[src/rtl/note_detector.sv]
// note_detector
//   Measures the edge-to-edge interval (half-period) of a square-wave tone and
//   classifies it as one of the eight piano notes C4..C5. A note is reported
//   only after two consecutive classified half-periods agree.
//
//   Parameters
//     TOL        match window (+/- cycles) around each nominal half-period
//     TIMEOUT    cnt value at which a missing edge drops the lock (<= 2^19-1)
//     NOM_SHIFT  right-shift applied to the 100 MHz nominal table; 0 gives the
//                real C4..C5 half-periods, larger values track the same notes
//                scaled up in frequency by 2^NOM_SHIFT
//
//   Ports
//     CLK          system clock
//     RESET        synchronous, active-high reset
//     TONE_IN      asynchronous square-wave tone
//     NOTE         0 = none, 1..8 = C4, D, E, F, G, A, B, C5
//     NOTE_VALID   high while locked on NOTE
//     NOTE_CHANGE  one-cycle pulse when a lock is (re)acquired
//     HALF_PERIOD  most recent captured edge-to-edge interval, saturating
module note_detector #(
  parameter int unsigned TOL       = 1024,
  parameter int unsigned TIMEOUT   = 262143,
  parameter int unsigned NOM_SHIFT = 0
) (
  input  logic        CLK,
  input  logic        RESET,
  input  logic        TONE_IN,
  output logic [3:0]  NOTE,
  output logic        NOTE_VALID,
  output logic        NOTE_CHANGE,
  output logic [18:0] HALF_PERIOD
);

  typedef enum logic [1:0] {IDLE, ARMED, TRACK, LOCKED} state_e;

  localparam logic [18:0] TMO = 19'(TIMEOUT);

  // Nominal half-periods at 100 MHz, index 0 = C4 ... 7 = C5.
  localparam int unsigned NOM_FULL [8] = '{191110, 170266, 151686, 143173,
                                           127552, 113637, 101215, 95603};

  // Returns 1..8 for the note whose window contains hp, else 0. Windows never
  // overlap for legal TOL, so at most one index matches.
  function automatic logic [3:0] classify(input logic [18:0] hp);
    logic [31:0] v;
    logic [31:0] nom;
    classify = '0;
    v = {13'd0, hp};
    for (int i = 0; i < 8; i++) begin
      nom = NOM_FULL[i] >> NOM_SHIFT;
      if ((v + TOL >= nom) && (v <= nom + TOL)) classify = 4'(i + 1);
    end
  endfunction

  // sync_q[0], sync_q[1]: two-flop synchronizer; sync_q[2]: history flop.
  logic [2:0]  sync_q, sync_d;
  logic [18:0] cnt_q, cnt_d;
  logic [18:0] hp_q, hp_d;
  logic [3:0]  cand_q, cand_d;
  logic [3:0]  note_q, note_d;
  logic        valid_q, valid_d;
  logic        chg_q, chg_d;
  state_e      state_q, state_d;

  logic        tone_edge;
  logic [3:0]  cls;

  assign tone_edge = sync_q[2] ^ sync_q[1];
  assign cls       = classify(cnt_q);

  always_comb begin
    sync_d = {sync_q[1:0], TONE_IN};
    // cnt counts cycles since the last edge pulse; loading 1 makes the value
    // seen on the next edge equal the interval. It never exceeds TMO, so the
    // captured half-period saturates rather than wraps.
    if (tone_edge)         cnt_d = 19'd1;
    else if (cnt_q == TMO) cnt_d = cnt_q;
    else                   cnt_d = cnt_q + 19'd1;
    hp_d = tone_edge ? cnt_q : hp_q;
  end

  always_comb begin
    state_d = state_q;
    cand_d  = cand_q;
    note_d  = note_q;
    valid_d = valid_q;
    chg_d   = 1'b0;
    if (tone_edge) begin
      // An edge always beats a coincident timeout.
      unique case (state_q)
        IDLE:  state_d = ARMED;   // first interval is unknown, not classified
        ARMED: if (cls != '0) begin
          cand_d  = cls;
          state_d = TRACK;
        end
        TRACK: begin
          if (cls == '0) begin
            state_d = ARMED;
          end else if (cls == cand_q) begin
            state_d = LOCKED;
            note_d  = cls;
            valid_d = 1'b1;
            chg_d   = 1'b1;
          end else begin
            cand_d = cls;
          end
        end
        LOCKED: begin
          // Any mismatch drops the lock silently; the pulse comes on relock.
          if (cls == '0) begin
            state_d = ARMED;
            note_d  = '0;
            valid_d = 1'b0;
          end else if (cls != cand_q) begin
            state_d = TRACK;
            cand_d  = cls;
            note_d  = '0;
            valid_d = 1'b0;
          end
        end
        default: state_d = IDLE;
      endcase
    end else if (state_q != IDLE && cnt_q == TMO) begin
      state_d = IDLE;
      cand_d  = '0;
      note_d  = '0;
      valid_d = 1'b0;
    end
  end

  always_ff @(posedge CLK) begin
    if (RESET) begin
      sync_q  <= '0;
      cnt_q   <= '0;
      hp_q    <= '0;
      cand_q  <= '0;
      note_q  <= '0;
      valid_q <= 1'b0;
      chg_q   <= 1'b0;
      state_q <= IDLE;
    end else begin
      sync_q  <= sync_d;
      cnt_q   <= cnt_d;
      hp_q    <= hp_d;
      cand_q  <= cand_d;
      note_q  <= note_d;
      valid_q <= valid_d;
      chg_q   <= chg_d;
      state_q <= state_d;
    end
  end

  assign NOTE        = note_q;
  assign NOTE_VALID  = valid_q;
  assign NOTE_CHANGE = chg_q;
  assign HALF_PERIOD = hp_q;

endmodule

[config.mk]
export PLATFORM = sky130hd
export DESIGN_NAME = note_detector
export DESIGN_NICKNAME = d
export VERILOG_FILES = /design/src/rtl/note_detector.sv
export SDC_FILE = /design/constraint.sdc
export NUM_CORES = 1
export LEC_CHECK = 0
export BUFFER_PORTS_ARGS = -buffer_cell sky130_fd_sc_hd__buf_2
export CAP_MARGIN = 20
export CORE_MARGIN = 3
export CORE_UTILIZATION = 45
export DETAILED_ROUTE_END_ITERATION = 8
export PLACE_DENSITY = 0.6
export SETUP_SLACK_MARGIN = 0.05
export SLEW_MARGIN = 20
export SYNTH_ARGS = -nofsm -noshare
export SYNTH_HDL_FRONTEND = slang
export SYNTH_SLANG_ARGS = --single-unit
[constraint.sdc]
create_clock -name CLK -period 6.5 [get_ports CLK]
set_clock_uncertainty 0.15 [all_clocks]
set_input_delay 0.325 -clock CLK [delete_from_list [all_inputs] [get_ports CLK]]
set_output_delay 0.325 -clock CLK [all_outputs]
set_load 0.02 [all_outputs]
==> impl_metrics.yaml, run 1 <==
critical_path:
  start_kind: "flip-flop"
  cp-end-kind: "flip-flop"
  crit_path_max_incr_delay_ps: 840
  crit_buf_inv: 0
  cp_top_family: "compound AO/OA/AOI/OAI gates"
  path_class: "reg2reg"
  rrSetupSlack_ps: 1810
  reg2regPathDepth: 12
  crit_chain: "ha_1, nand3_2, or4b_4, a211oi_2, a21oi_1, a21oi_2, nor2b_2, mux2i_1, o32a_4, a311oi_4, mux2_1, nor2_1"
  cp.required_ps: 6620
  critical_path.slowest_cell: "dfxtp_1"
  critical_path.max_fanout: 21
  r2r_start: "cnt_q[11]$_SDFFE_PP0P_"
  arrival_ps: 4810
  r2r-end: "cand_q[1]$_SDFFE_PP0P_"
  cp.depth: 12
final_layout:
  regArea_um2: 1061
  design_area_um2: 4024
  area_growth_pct: 6.667
  drive_above_1_share: 0.1247
  final_util: 0.5076
  n_fill_cell: 827
  nets: 508
  layout.cells.non_filler: 599
  diodes: 0
  multi_input_area_um2: 2514
worst_hold_path:
  hold_start: "TONE_IN"
  hold_path_depth: 2
  hold_path_class: "in2reg"
  hold_path_end: "sync_q[0]$_SDFF_PP0_"
timing:
  fmax_mhz: 213.0
  grt_setup_unrepaired: "false"
  finalMaxSlewViolations: 0
  fin_tns_setup_ps: 0
  tightest_slew_ps: 783.0
  fin_crit_sh: 0.7222
  slew_headroom: 0.4645
  setup_viol: 0
  min_period_ps: 4694
  hold_viol: 0
  timing.hold.ws_ps: 60.46
  worst_slack_ps: 1806
power:
  switching_power_uw: 156.4
  peakVddDrop_uv: 93.76
  p_sw_frac: 0.2556
  cellPowerDensity_nw_per_um2: 152.1
  leakagePower_nw: 1.392
  report.power.total_uw: 612.0
  sequentialPowerShare: 0.548
  intPower_uw: 455.6
  p_clk_frac: 0.404
  combPwrFrac: 0.048
routing:
  wirelength_mm: 11.47
  drtIter0Drc: 363
  ant_nets: 0
  viasPerCell: 6.285
  wl_per_cell_um: 19.14
  top_layer: "met4"
  wl_met1_mm: 5.346
  vias: 3765
  firstDrtPassIters: 6
  wl_met2_mm: 4.926
  drc: 0
  dr_wl_met3_um: 779
die:
  rows: 32
  start_util: 0.4759
  fp.coreArea_um2: 7928
  die_h_um: 97.56
  io_pins: 28
  dieArea_um2: 9518
  die_w_um: 97.56
yosys:
  synth_edf_count: 0
  ys_types: 79
  syn-cell-area_um2: 3772
  syn-num-nets: 509
  netlist_top_cells_area: "dfxtp_1, nand2_1, a21oi_1, nor2_1, xnor2_1"
  syn_inst: 497
  synthDominantCellAreaShare: 0.2813
  ys_warn_count: 0
  synth-seq-area-share: 0.2813
  avgSynthCellArea_um2: 7.590
  ys_async_sr_fraction: 0
  ys.flop_type: "dfxtp_1"
  synth-seq-cells: 53
  yosysTopAreaCell: "dfxtp_1"
cts:
  numCtsBuffers: 5
  postCtsSetupBuffers: 0
  cts.sinks: 53
  clk_pin_slew_worst_paths_ps: 110
  htree_levels: 2
  postCtsHoldBufs: 0
  clock_latency_ps: 330
  clockBufferDepth: 2
  cts_tree: "built"
  ctsResizeCount: 0
  cts-root-buf: "clkbuf_8"
placement:
  placed_area_um2: 3905
  gp_congestion: 0.9873
  dp_slack_ps: 1937
  dpl.hpwl_mm: 8.291
  dp.cells: 591
  port_buffers: 27
global_route:
  grt_pass1_wl_mm: 19.06
  grt_max_degree: 37
  grt_antenna_before_repair: 0
  grtUsageTotal: 0.2428
  grt_overflow: 0
  grt_pass1_vias: 3689
job:
  drv_cap: 0
status:
  status: "completed"
## cell usage in the layout (no fill, tap or decap), drive strengths merged, types with 4 or more instances in the layout
master   n
a211oi   6
a21oi   40
a311o    4
a31o     4
a31oi    7
and2     9
and3     8
buf     30
clkbuf   5
dfxtp   53
ha       9
inv     13
nand2   70
nand2b   6
nand3   21
nand4    9
nor2    44
nor2b    6
nor3    14
nor3b    4
nor4     9
o211ai   6
o21a     4
o21ai   13
o31a     5
or2      7
or3      7
xnor2   14
xor2    10
## layer usage
metal / up-vias / global-route usage
met4: 0 / 0.09052
met5: - / 0
met1: 1771 / 0.3412
met3: 38 / 0.04666
li1: 1797 / -
met2: 159 / 0.3669
## power groups by stage
stage	logic (mW)	clock network (mW)	registers, mW
2_1_floorplan	0.0250	0	0.338
3_3_place_gp	0.0294	0	0.342
3_5_place_dp	0.0297	0	0.343
4_1_cts	0.0298	0.254	0.335
5_1_grt	0.0336	0.266	0.336
6_report	0.0295	0.247	0.335
## sequential cells by signal, indices dropped and copies added, names as in the netlist
name and flops:
NOTE 4, state_q 2, HALF_PERIOD 19, cand_q 4, NOTE_CHANGE 1, NOTE_VALID 1
sync_q 3, cnt_q 19
## kinds of logic (layout without fill, tap and decap cells)
family                   count (synthesis)  count (layout)  share of synthesized area
XOR/XNOR                                24              24                    0.05771
AND/OR/NAND/NOR                        233             233                     0.3211
AO/OA/AOI/OAI                          123             123                     0.2415
flip-flops                              53              53                     0.2813
multiplexers                             5               5                    0.01426
adder cells (fa/ha/maj)                  9               9                    0.02985
buffers and inverters                   50              50                    0.05439
## synthesized netlist by cell type, drive strengths merged, types with 2 or more instances
cell,instances
a211oi,6
a21oi,40
a311o,4
a31o,4
a31oi,7
a41o,3
and2,9
and3,8
and3b,2
and4,2
and4b,2
buf,16
clkbuf,22
dfxtp,53
ha,9
inv,12
mux2,3
mux2i,2
nand2,70
nand2b,6
nand3,21
nand3b,3
nand4,9
nand4b,3
nor2,44
nor2b,6
nor3,14
nor3b,4
nor4,9
nor4b,3
nor4bb,2
o211ai,6
o21a,4
o21ai,13
o21bai,2
o22a,3
o311a,3
o311ai,2
o31a,5
o32ai,2
or2,7
or3,7
xnor2,14
xor2,10
## final cells by class
type / instances / share of cell area
tap: 102 / 0.03172
multi-input combinational: 394 / 0.6247
sequential: 53 / 0.2637
clock buffer: 5 / 0.01710
inverter: 12 / 0.01119
clock inverter: 3 / 0.01244
timing repair buffer: 30 / 0.03918
## worst max path at each step
stage	end	from	slack, ps
after global routing	cand_q[2]$_SDFFE_PP0P_	cnt_q[11]$_SDFFE_PP0P_	1610
after CTS	cand_q[1]$_SDFFE_PP0P_	cnt_q[11]$_SDFFE_PP0P_	1910
after global placement	NOTE[3]$_SDFFE_PP0P_	cnt_q[11]$_SDFFE_PP0P_	2020
after detailed placement	cand_q[1]$_SDFFE_PP0P_	cnt_q[11]$_SDFFE_PP0P_	1940
final	cand_q[1]$_SDFFE_PP0P_	cnt_q[11]$_SDFFE_PP0P_	1810
after floorplan	cand_q[3]$_SDFFE_PP0P_	cnt_q[10]$_SDFFE_PP0P_	2780
Power figures use the tool's default switching activity.
==> run 2: changes to the inputs <==
- ABC_AREA: not set -> 1
- PLACE_DENSITY: 0.6 -> 0.62
- clock period: 6.5 -> 4.1 ns (I/O delays scaled with it)
==> impl_metrics.yaml, run 2 <==
status:
  status: "completed"
die:
  io_pins: 28
  die_w_um: 101.8
  dieArea_um2: 10360
  fp.coreArea_um2: 8806
  die_h_um: 101.8
  start_util: 0.4690
  rows: 34
final_layout:
  drive_above_1_share: 0.1215
  final_common_cell: "nand2_1"
  final_util: 0.5075
  diodes: 0
  nets: 719
  layout_common_cells: "nand2_1, nor2_1, inv_1, dfxtp_1, nand3_1"
  area_growth_pct: 8.210
  n_fill_cell: 983
yosys:
  synth_top_family_by_area: "simple AND/OR/NAND/NOR gates"
  synth_common_cells: "nand2_1, nor2_1, inv_1, dfxtp_1, nand3_1"
  synth.most_common_cell: "nand2_1"
  avgSynthCellArea_um2: 6.038
  ys_warn_count: 0
  ys_async_sr_fraction: 0
  yosysTopAreaCell: "dfxtp_1"
  synth-simple-area-share: 0.4620
  syn_inst: 684
  syn-cell-area_um2: 4130
  synth_edf_count: 0
  synth-seq-area-share: 0.2569
  ys_types: 43
  synthAdderAreaFrac: 0.02726
  ys.flop_type: "dfxtp_1"
  synth_xor_area_frac: 0.006362
  synth-seq-cells: 53
  netlist_top_cells_area: "dfxtp_1, nand2_1, nor2_1, inv_1, nand3_1"
  synth.area.mux_share: 0
  syn-num-nets: 696
  synthDominantCellAreaShare: 0.2569
  synth_compound_area_frac: 0.1360
global_route:
  grt_antenna_before_repair: 0
  grt_max_degree: 47
  grt_pass1_wl_mm: 21.31
  grt_overflow: 0
  grtUsageTotal: 0.2660
  grt_pass1_vias: 3982
cts:
  cts_tree: "built"
  clock_latency_ps: 310
  postCtsSetupBuffers: 0
  clockBufferDepth: 2
  htree_levels: 2
  cts-root-buf: "clkbuf_8"
  clk_pin_slew_worst_paths_ps: 110
  numCtsBuffers: 5
  cts.sinks: 53
  ctsResizeCount: 0
critical_path:
  crit_chain: "ha_1, inv_1, nor2_1, nor2_1, inv_1, nand2_1, nor3_1, o21ai_1, o21bai_4, nand2_4, inv_4, nand2_2, nand2_2, nand3_1, nor2_2, nand3_2, a21oi_4, nand3_4, nand2_1, a21oi_1"
  r2r_start: "cnt_q[10]$_SDFFE_PP0P_"
  critical_path.max_fanout: 14
  rrSetupSlack_ps: 330
  cp.required_ps: 4130
  crit_path_start: "cnt_q[10]$_SDFFE_PP0P_"
  arrival_ps: 3800
  reg2regPathDepth: 20
  crit_path_max_incr_delay_ps: 760
  r2r-end: "NOTE_VALID$_SDFFE_PP0P_"
  path_class: "reg2reg"
  cp_top_family: "simple AND/OR/NAND/NOR gates"
  crit_buf_inv: 3
  start_kind: "flip-flop"
  cp-end-kind: "flip-flop"
  endpoint: "NOTE_VALID$_SDFFE_PP0P_"
  cp.depth: 20
  critical_path.slowest_cell: "dfxtp_1"
routing:
  ant_nets: 0
  viasPerCell: 5.567
  wirelength_mm: 13.51
  drtIter0Drc: 603
  wl_met1_mm: 6.369
  firstDrtPassIters: 5
  wl_met2_mm: 5.629
  top_layer: "met4"
  wl_per_cell_um: 16.55
  vias: 4543
  dr_wl_met3_mm: 1.091
  drc: 0
timing:
  slew_headroom: 0.5502
  min_period_ps: 3765
  tightest_slew_ps: 669.0
  fin_tns_setup_ps: 0
  grt_setup_unrepaired: "false"
  fmax_mhz: 265.6
  finalMaxSlewViolations: 0
  setup_viol: 0
  fin_crit_sh: 0.9183
  hold_viol: 0
power:
  cellPowerDensity_nw_per_um2: 239.3
  report.power.total_mw: 1.069
  leakagePower_nw: 2.232
  peakVddDrop_uv: 110.6
job:
  drv_cap: 0
placement:
  port_buffers: 27
  gp_congestion: 0.9738
  dpl.hpwl_mm: 10.64
worst_hold_path:
  hold_path_class: "in2reg"
## run 2: cell types whose count changed after synthesis, moves of 15 or more
cell / change
a211oi_1: +15
a21oi_1: -17
clkbuf_1: -15
inv_1: +70
nand2_1: +107
nand3_1: +24
nand4_1: +15
nor2_1: +75
o21ai_0: +16
## run 2: kinds of logic (layout without fill, tap and decap cells)
group | after synthesis | in the layout
XOR/XNOR | 3 | 3
AO/OA/AOI/OAI | 90 | 90
AND/OR/NAND/NOR | 415 | 415
buffers and inverters | 114 | 138
adder cells (fa/ha/maj) | 9 | 9
flip-flops | 53 | 53
## run 2: metal layers
| metal | track usage | vias up |
|---|---|---|
| met4 | 0.08487 | 0 |
| li1 | - | 2263 |
| met1 | 0.3926 | 2038 |
| met5 | 0 | - |
| met3 | 0.05028 | 31 |
| met2 | 0.3878 | 211 |
## run 2: worst min-delay path by stage
stage,startpoint,endpoint,slack (ps),cells after the start
after detailed placement,sync_q[0]$_SDFF_PP0_,sync_q[1]$_SDFF_PP0_,250,2
after CTS,RESET,sync_q[0]$_SDFF_PP0_,190,2
after global placement,sync_q[0]$_SDFF_PP0_,sync_q[1]$_SDFF_PP0_,250,2
after global routing,RESET,sync_q[1]$_SDFF_PP0_,210,2
after floorplan,TONE_IN,sync_q[0]$_SDFF_PP0_,160,2
final,RESET,sync_q[0]$_SDFF_PP0_,200,2
## run 2: power breakdown
part,total [mW],switching (mW),internal (mW)
Sequential,0.551,0.0140,0.537
Combinational,0.144,0.0980,0.0459
Clock,0.375,0.191,0.184
## run 2: what timing repair did
action | 4_1_cts | 5_1_grt
hold endpoints to repair | 1 | 0
hold buffers | 1 | 0
endpoints found under the setup margin | 0 | 0
## run 2: metrics by stage
stage / worst slack, ps / hold slack (ps) / instances / area (um2)
2_1_floorplan: 1258 / 162.0 / 684 / 4130
3_3_place_gp: 468.5 / 254.2 / 807 / 4348
3_5_place_dp: 428.1 / 249.4 / 807 / 4348
4_1_cts: 393.9 / 192.6 / 816 / 4469
5_1_grt: 98.35 / 211.4 / 816 / 4469
6_report: 334.8 / 196.2 / 816 / 4469
## run 2: cell type report
type / count / area, um2 / share of cell area
Multi-Input combinational cell: 517 / 2609 / 0.5837
Sequential cell: 53 / 1061 / 0.2374
Clock inverter: 2 / 38.79 / 0.008679
Timing Repair Buffer: 34 / 190.2 / 0.04255
Inverter: 96 / 362.8 / 0.08119
Tap cell: 108 / 135.1 / 0.03024
Clock buffer: 6 / 72.57 / 0.01624
==> run 3: changes to the inputs <==
- CORE_MARGIN: 3 -> 2
==> impl_metrics.yaml, run 3 (synthesized netlist as in run 2, its figures left out) <==
job:
  drv_cap: 0
cts:
  cts_tree: "built"
  postCtsSetupBuffers: 0
  numCtsBuffers: 5
  clockBufferDepth: 2
  htree_levels: 2
  clock_latency_ps: 310
  cts.sinks: 53
  postCtsHoldBufs: 1
  clk_pin_slew_worst_paths_ps: 100
  cts-root-buf: "clkbuf_8"
  ctsResizeCount: 0
timing:
  timing.hold.ws_ps: 191.8
  worst_slack_ps: 471.8
  fin_crit_sh: 0.8849
  fin_tns_setup_ps: 0
  fmax_mhz: 275.6
  grt_setup_unrepaired: "false"
  hold_viol: 0
  slew_headroom: 0.5848
  tightest_slew_ps: 621.9
  min_period_ps: 3628
  setup_viol: 0
  finalMaxSlewViolations: 0
critical_path:
  r2r-end: "cand_q[0]$_SDFFE_PP0P_"
  arrival_ps: 3740
  crit_path_start: "cnt_q[10]$_SDFFE_PP0P_"
  rrSetupSlack_ps: 470
  cp.required_ps: 4210
  critical_path.max_fanout: 14
  r2r_start: "cnt_q[10]$_SDFFE_PP0P_"
  path_class: "reg2reg"
  reg2regPathDepth: 21
  start_kind: "flip-flop"
  cp-end-kind: "flip-flop"
global_route:
  grt_antenna_before_repair: 0
  grt_overflow: 0
  grt_max_degree: 47
  grt_pass1_wl_mm: 20.92
  grtUsageTotal: 0.2635
  grt_pass1_vias: 4075
final_layout:
  final_util: 0.5040
  diodes: 0
  layout.cells.non_filler: 815
  layout_common_cells: "nand2_1, nor2_1, inv_1, dfxtp_1, nand3_1"
  final_common_cell: "nand2_1"
  nets: 718
  area_growth_pct: 7.452
  drive_above_1_share: 0.1202
  n_fill_cell: 957
  design_area_um2: 4438
routing:
  drtIter0Drc: 313
  ant_nets: 0
  wirelength_mm: 12.73
  viasPerCell: 5.587
  drc: 0
  vias: 4553
  firstDrtPassIters: 7
  wl_per_cell_um: 15.62
die:
  dieArea_um2: 9961
  die_w_um: 99.81
  start_util: 0.4690
  io_pins: 28
  die_h_um: 99.81
  rows: 34
  fp.coreArea_um2: 8806
worst_hold_path:
  hold_path_class: "in2reg"
  hold_start: "RESET"
  hold_path_end: "sync_q[1]$_SDFF_PP0_"
  hold_path_depth: 2
status:
  status: "completed"
placement:
  dp.cells: 806
  dpl.hpwl_mm: 9.995
  dp_slack_ps: 567.5
  gp_congestion: 1.011
  port_buffers: 27
  placed_area_um2: 4340
power:
  leakagePower_nw: 2.209
  cellPowerDensity_nw_per_um2: 225.1
  report.power.total_uw: 999.2
  peakVddDrop_uv: 136.5
-- run 3: how the worst max path moves through the flow --
stage	endpoint	slack (ps)	depth (start not counted)
floorplan	cand_q[0]$_SDFFE_PP0P_	1260	21
global placement	NOTE_VALID$_SDFFE_PP0P_	580	20
detailed placement	cand_q[0]$_SDFFE_PP0P_	570	21
CTS	cand_q[0]$_SDFFE_PP0P_	540	21
global route	cand_q[2]$_SDFFE_PP0P_	200	21
finish	cand_q[0]$_SDFFE_PP0P_	470	21
-- run 3: metal layers --
metal	GRT usage	vias up	share of wire
li1	-	2254	-
met4	0.1075	0	0.034
met1	0.3905	2050	0.47
met5	0	-	0
met2	0.3753	215	0.41
met3	0.04805	34	0.090
-- run 3: area by class of cell --
type | instances | area (um2) | share of cell area
Tap cell | 108 | 135.1 | 0.03045
Clock inverter | 2 | 15.01 | 0.003383
Timing Repair Buffer | 33 | 182.7 | 0.04116
Inverter | 96 | 362.8 | 0.08176
Clock buffer | 6 | 72.57 | 0.01635
Multi-Input combinational cell | 517 | 2609 | 0.5878
Sequential cell | 53 | 1061 | 0.2391
-- run 3: power by group --
group / switching [mW] / total [mW] / leakage (nW) / internal, mW
combinational: 0.0971 / 0.143 / 1.74 / 0.0459
clock: 0.184 / 0.305 / 0.0374 / 0.121
sequential: 0.0140 / 0.551 / 0.432 / 0.537
total: 0.296 / 0.999 / 2.21 / 0.704
-- run 3: worst max-delay path, cell delays in order (launching register included) --
cell and delay (ps):
dfxtp_1 730, ha_1 270, inv_1 130, nor2_8 170, nand2_1 70, nand2_1 120
inv_1 80, nor3_1 270, o21ai_1 150, o21bai_4 150, nand2_4 100, inv_4 120
nor3_2 60, nand3_2 130, inv_2 70, nand2_1 80, o21ai_1 100, a21oi_2 270
nand3_2 150, nand2_1 90, inv_1 40, nor2_1 80
